File: src/rtl/jam_pkg.sv
// jam_pkg: shared constants and types for the job-assignment engine slice.
//   N       matrix dimension (workers = jobs = 8, so W/J are 3 bits)
//   COST_W  width of one cost word
//   LB_W    width of the lower-bound accumulator (8 * 127 = 1016 fits)
//   IDX_W   width of the flat row-major load index (W*8+J)
//   state_e cost-table load state
package jam_pkg;

  localparam int N      = 8;
  localparam int COST_W = 7;
  localparam int LB_W   = 10;
  localparam int IDX_W  = 6;

  typedef enum logic {
    LOAD  = 1'b0,
    READY = 1'b1
  } state_e;

  function automatic logic [COST_W-1:0] cost_min(input logic [COST_W-1:0] a,
                                                 input logic [COST_W-1:0] b);
    return (a < b) ? a : b;
  endfunction

endpackage

File: src/rtl/jam_cost_table.sv
// jam_cost_table: cost-storage stage for the job-assignment engine.
// Loads the 8x8 worker/job cost matrix from a valid/ready word stream
// (row-major, W outer, J inner), serves Cost combinationally for the
// engine's W/J pair, and accumulates a lower bound on the total cost as
// the sum of the per-worker row minima while the words stream in.
//
// Ports
//   CLK          clock, rising edge
//   RST          asynchronous, active-high reset
//   in_valid     in_data carries a cost word
//   in_ready     table accepts a word this cycle (LOAD and no reload)
//   in_data      cost word
//   reload       single-cycle pulse: restart loading from index 0
//   W, J         worker / job read address
//   Cost         mem[W*8+J], combinational
//   table_ready  all 64 words loaded
//   LowerBound   sum of the 8 row minima, meaningful while table_ready
module jam_cost_table
  import jam_pkg::*;
(
  input  logic              CLK,
  input  logic              RST,
  input  logic              in_valid,
  output logic              in_ready,
  input  logic [COST_W-1:0] in_data,
  input  logic              reload,
  input  logic [2:0]        W,
  input  logic [2:0]        J,
  output logic [COST_W-1:0] Cost,
  output logic              table_ready,
  output logic [LB_W-1:0]   LowerBound
);

  localparam logic [IDX_W-1:0] LAST_IDX = IDX_W'(N * N - 1);

  state_e             state_q, state_d;
  logic [IDX_W-1:0]   idx_q;
  logic [COST_W-1:0]  row_min_q;
  logic [LB_W-1:0]    lb_q;
  logic [COST_W-1:0]  mem [N*N];

  logic               xfer;
  logic [2:0]         cur_j;
  logic [COST_W-1:0]  run_min;

  assign in_ready = (state_q == LOAD) && !reload;
  assign xfer     = in_valid && in_ready;
  assign cur_j    = idx_q[2:0];
  // Minimum of the row so far including the word being accepted now;
  // at J==0 the previous row's minimum must not leak in.
  assign run_min  = (cur_j == 3'd0) ? in_data : cost_min(row_min_q, in_data);

  // State register.
  // NOTE: sequential state is assigned with non-blocking (<=) so every
  // flop samples the pre-edge values regardless of block ordering.
  always_ff @(posedge CLK or posedge RST) begin
    if (RST) state_q <= LOAD;
    else     state_q <= state_d;
  end

  // Next-state logic.
  // NOTE: state_d is given a default before any branch so no path leaves
  // it unassigned, which would otherwise infer a latch.
  always_comb begin
    state_d = state_q;
    case (state_q)
      LOAD:  if (xfer && idx_q == LAST_IDX) state_d = READY;
      READY: state_d = READY;
    endcase
    if (reload) state_d = LOAD;
  end

  // Load index, row-minimum tracker and lower-bound accumulator.
  always_ff @(posedge CLK or posedge RST) begin
    if (RST) begin
      idx_q     <= '0;
      row_min_q <= '0;
      lb_q      <= '0;
    end else if (reload) begin
      idx_q <= '0;
      lb_q  <= '0;
    end else if (xfer) begin
      idx_q     <= idx_q + 1'b1;  // wraps to 0 after word 63
      row_min_q <= run_min;
      if (cur_j == 3'd7)
        lb_q <= lb_q + {{(LB_W-COST_W){1'b0}}, run_min};
    end
  end

  // Cost register file.
  // NOTE: the array is reset because Cost is architecturally 0 after RST
  // and reads are allowed on a partially loaded table; reload deliberately
  // does not clear it.
  always_ff @(posedge CLK or posedge RST) begin
    if (RST) begin
      for (int i = 0; i < N * N; i++) mem[i] <= '0;
    end else if (xfer) begin
      mem[idx_q] <= in_data;
    end
  end

  assign Cost        = mem[{W, J}];
  assign table_ready = (state_q == READY);
  assign LowerBound  = lb_q;

endmodule

File: config.mk
export PLATFORM = sky130hd
export DESIGN_NAME = jam_cost_table
export DESIGN_NICKNAME = d
export VERILOG_FILES = /design/src/rtl/jam_pkg.sv /design/src/rtl/jam_cost_table.sv
export SDC_FILE = /design/constraint.sdc
export NUM_CORES = 1
export LEC_CHECK = 0
export BUFFER_PORTS_ARGS = -buffer_cell sky130_fd_sc_hd__buf_2
export CAP_MARGIN = 0
export CELL_PAD_IN_SITES_DETAIL_PLACEMENT = 0
export CELL_PAD_IN_SITES_GLOBAL_PLACEMENT = 2
export CORE_UTILIZATION = 25
export CTS_BUF_LIST = sky130_fd_sc_hd__clkbuf_4 sky130_fd_sc_hd__clkbuf_8
export DETAILED_ROUTE_END_ITERATION = 10
export PLACE_DENSITY = 0.6
export SLEW_MARGIN = 5
export SYNTH_ARGS = -nofsm -noshare
export SYNTH_HDL_FRONTEND = slang
export SYNTH_SLANG_ARGS = --single-unit
File: constraint.sdc
create_clock -name CLK -period 37 [get_ports CLK]
set_input_delay 3.7 -clock CLK [delete_from_list [all_inputs] [get_ports CLK]]
set_output_delay 3.7 -clock CLK [all_outputs]
set_load 0.02 [all_outputs]
==> metrics <==
WL final between 60 and 70 mm; WS Path Type in -> out; CTS Buf Count 86; Switching Share 25.9%; final setup TNS 0 ns; Initial Util 25.2%; Synth area leaders dfrtp_1 (54%), mux4_2 (11%), mux2_2 (8.8%); Max Cap Viol 0; worst-skew pair later-pin latency around 0.70 ns; period utilisation layout a little under a third; count leader, synth dfrtp_1; Worst setup SP type primary input; register area share after synthesis 54.0%; GRT overflow 0; Hold Worst Slack 0.472 ns; Worst Skew 0.0494 ns; fmax 87.9 MHz; I/O Pins 36; RSZ-0062 raised after global routing false; clock share of power around 47%; fin crit period around 11 ns; DP HPWL 39.7 mm; number of synthesized flops with an enable pin 0; Post-synth top flop dfrtp_1; worst min path class reg -> reg; layout cells sized above 1 27.4%; Critical Path Sink Type output pin; reg2reg start idx_q[0]; Synth top cells by count dfrtp_1 (472), nand2_1 (362), o21ai_0 (286), mux2_2 (171), mux4_2 (103); drt pass-1 iters 5; Leakage 11.0 nW; Synth area leader dfrtp_1; reg-to-reg slack, setup around 33 ns; fin. max-slew vios 0; CP arrival approximately 7.7 ns; gp weighted congestion around 0.79; pin count of the biggest net entering global routing around 170; max_slew headroom 18.3%; core area roughly 87000 sq um; status complete, no violations; Rows roughly 110; Via density 4.67; Post-Syn Area 21900 sq um; die area between 80000 and 90000 sq um; Worst Path Required 33.30 ns; Synth cell types 61; final setup vio count 0; CTS root buf clkbuf_8; hold-fix buffers at CTS 0; area grow syn2layout 14.1%; Synth top area share between 50% and 60%; Final Hold Fails 0; post-CTS setup buffer count 0; PortBufs 35; ys async rst share between 90% and 100%; sw power 316 uW; Nets 1856; post-CTS sizing 0; number of global-route vias before repair 14900; initial antenna violation count 5; clk sink count 472; CTS clk-pin slew, worst paths 0.06 ns; Slew @ Worst Pin 1.22 ns; P_int 905 uW; Die Wd 298 um; die height just under 300 um; Combinational Power Share under 10%; Iter 0 DRT Violations 724; maximum vdd drop between 20 and 25 uV; Wirelength per Cell ~21 um; DRC errors left 0; Max FO, Critical Path 44; total track usage 14.9%; crit path launch J[0]; Max clock buf depth 3; vias 14200; H-tree depth 3; Syn Nets 1873; Yosys reg bits 472; Avg Cell Area, Syn 11.9 sq um; antenna-violating nets left 0; hold wc startpoint mem[269]; number of synthesis warnings 0; share of power burned in registers 44.7%; first-pass GRT wire length approximately 100 mm; Synth Instances 1839; power per cell area 49.0 nW/um^2; CTS tree yes
area by class of cell:
class / instances / area [sq um]
diodes: 2 / 5.00
clock buffers: 129 / 1710
clock inverters: 30 / 324
fillers: 8870 / 61700
inverters: 14 / 60.1
multi-input cells: 1196 / 9240
flip-flops and latches: 472 / 11800
well taps: 1155 / 1450
repair buffers: 52 / 327
stage by stage:
step / power, mW / utilization (%) / setup WS (ns) / instances / cell area (sq um)
floorplan: 0.624 / - / 20.13 / 1839 / 21900
global placement: 0.655 / 26.4 / 25.51 / 2889 / 22900
detailed placement: 0.658 / 26.4 / 25.48 / 2889 / 22900
CTS: 1.24 / 28.8 / 25.47 / 3048 / 24900
global route: 1.27 / 28.8 / 25.30 / 3049 / 24900
finish: 1.22 / 28.8 / 25.63 / 3050 / 24900
critical path: stages:
cell,delay (ns)
buf_6,0.52
buf_4,0.80
buf_4,0.64
mux4_1,0.63
a22oi_1,0.30
nand2_1,0.15
a221oi_1,0.38
o21ai_1,0.24
buf_2,0.22
final timing paths:
check / endpoint / cells past startpoint
worst min register to register: mem[269] / 2
min in group asynchronous: mem[41] / 2
max in group asynchronous: mem[436] / 4
worst max-delay path: Cost[4] / 9
worst min-delay path: mem[269] / 2
worst max register to register: LowerBound[6] / 13
logic make-up (layout without fill, tap and decap cells):
group / Yosys count / count (layout) / synth area share [%]
XOR/XNOR: 8 / 8 / 0.321
AND/OR/NAND/NOR: 476 / 476 / 9.73
flip-flops: 472 / 472 / 54.0
adder cells (fa/ha/maj): 17 / 17 / 1.01
buffers and inverters: 171 / 225 / 3.67
AO/OA/AOI/OAI: 402 / 402 / 10.2
multiplexers: 293 / 293 / 21.0
other: 0 / 2 / 0
registers in the layout, summed over array words and instances, names as in the netlist:
signal	cells
mem	448
LowerBound	10
row_min_q	7
idx_q	6
table_ready	1
routing by layer:
layer	up-vias	global-route usage, %	share of wire, %
li1	6539	-	-
met1	7359	20.6	47
met2	230	23.9	47
met3	106	2.78	4.1
met4	0	4.22	2.2
met5	-	0	0
power by group through the flow:
stage | sequential [mW] | clock [mW] | combinational [mW]
global route | 0.548 | 0.614 | 0.112
finish | 0.546 | 0.574 | 0.100
CTS | 0.546 | 0.591 | 0.103
global placement | 0.554 | 0 | 0.101
floorplan | 0.551 | 0 | 0.0738
detailed placement | 0.555 | 0 | 0.103
cell usage in the layout (no fill, tap or decap), drive strengths merged, types with 8 or more instances in the layout:
cell	netlist	final
clkbuf	70	129
ha	16	16
mux4	112	112
a22o	8	8
clkinv	0	18
nand3b	11	11
nor2	32	32
o21ai	317	317
mux2	173	173
nor2b	24	24
buf	87	52
dfrtp	472	472
inv	14	18
a22oi	10	10
nand2	362	362
mux2i	8	8
a21oi	16	16
nor3	11	11
(Power assumes the default switching activity.)
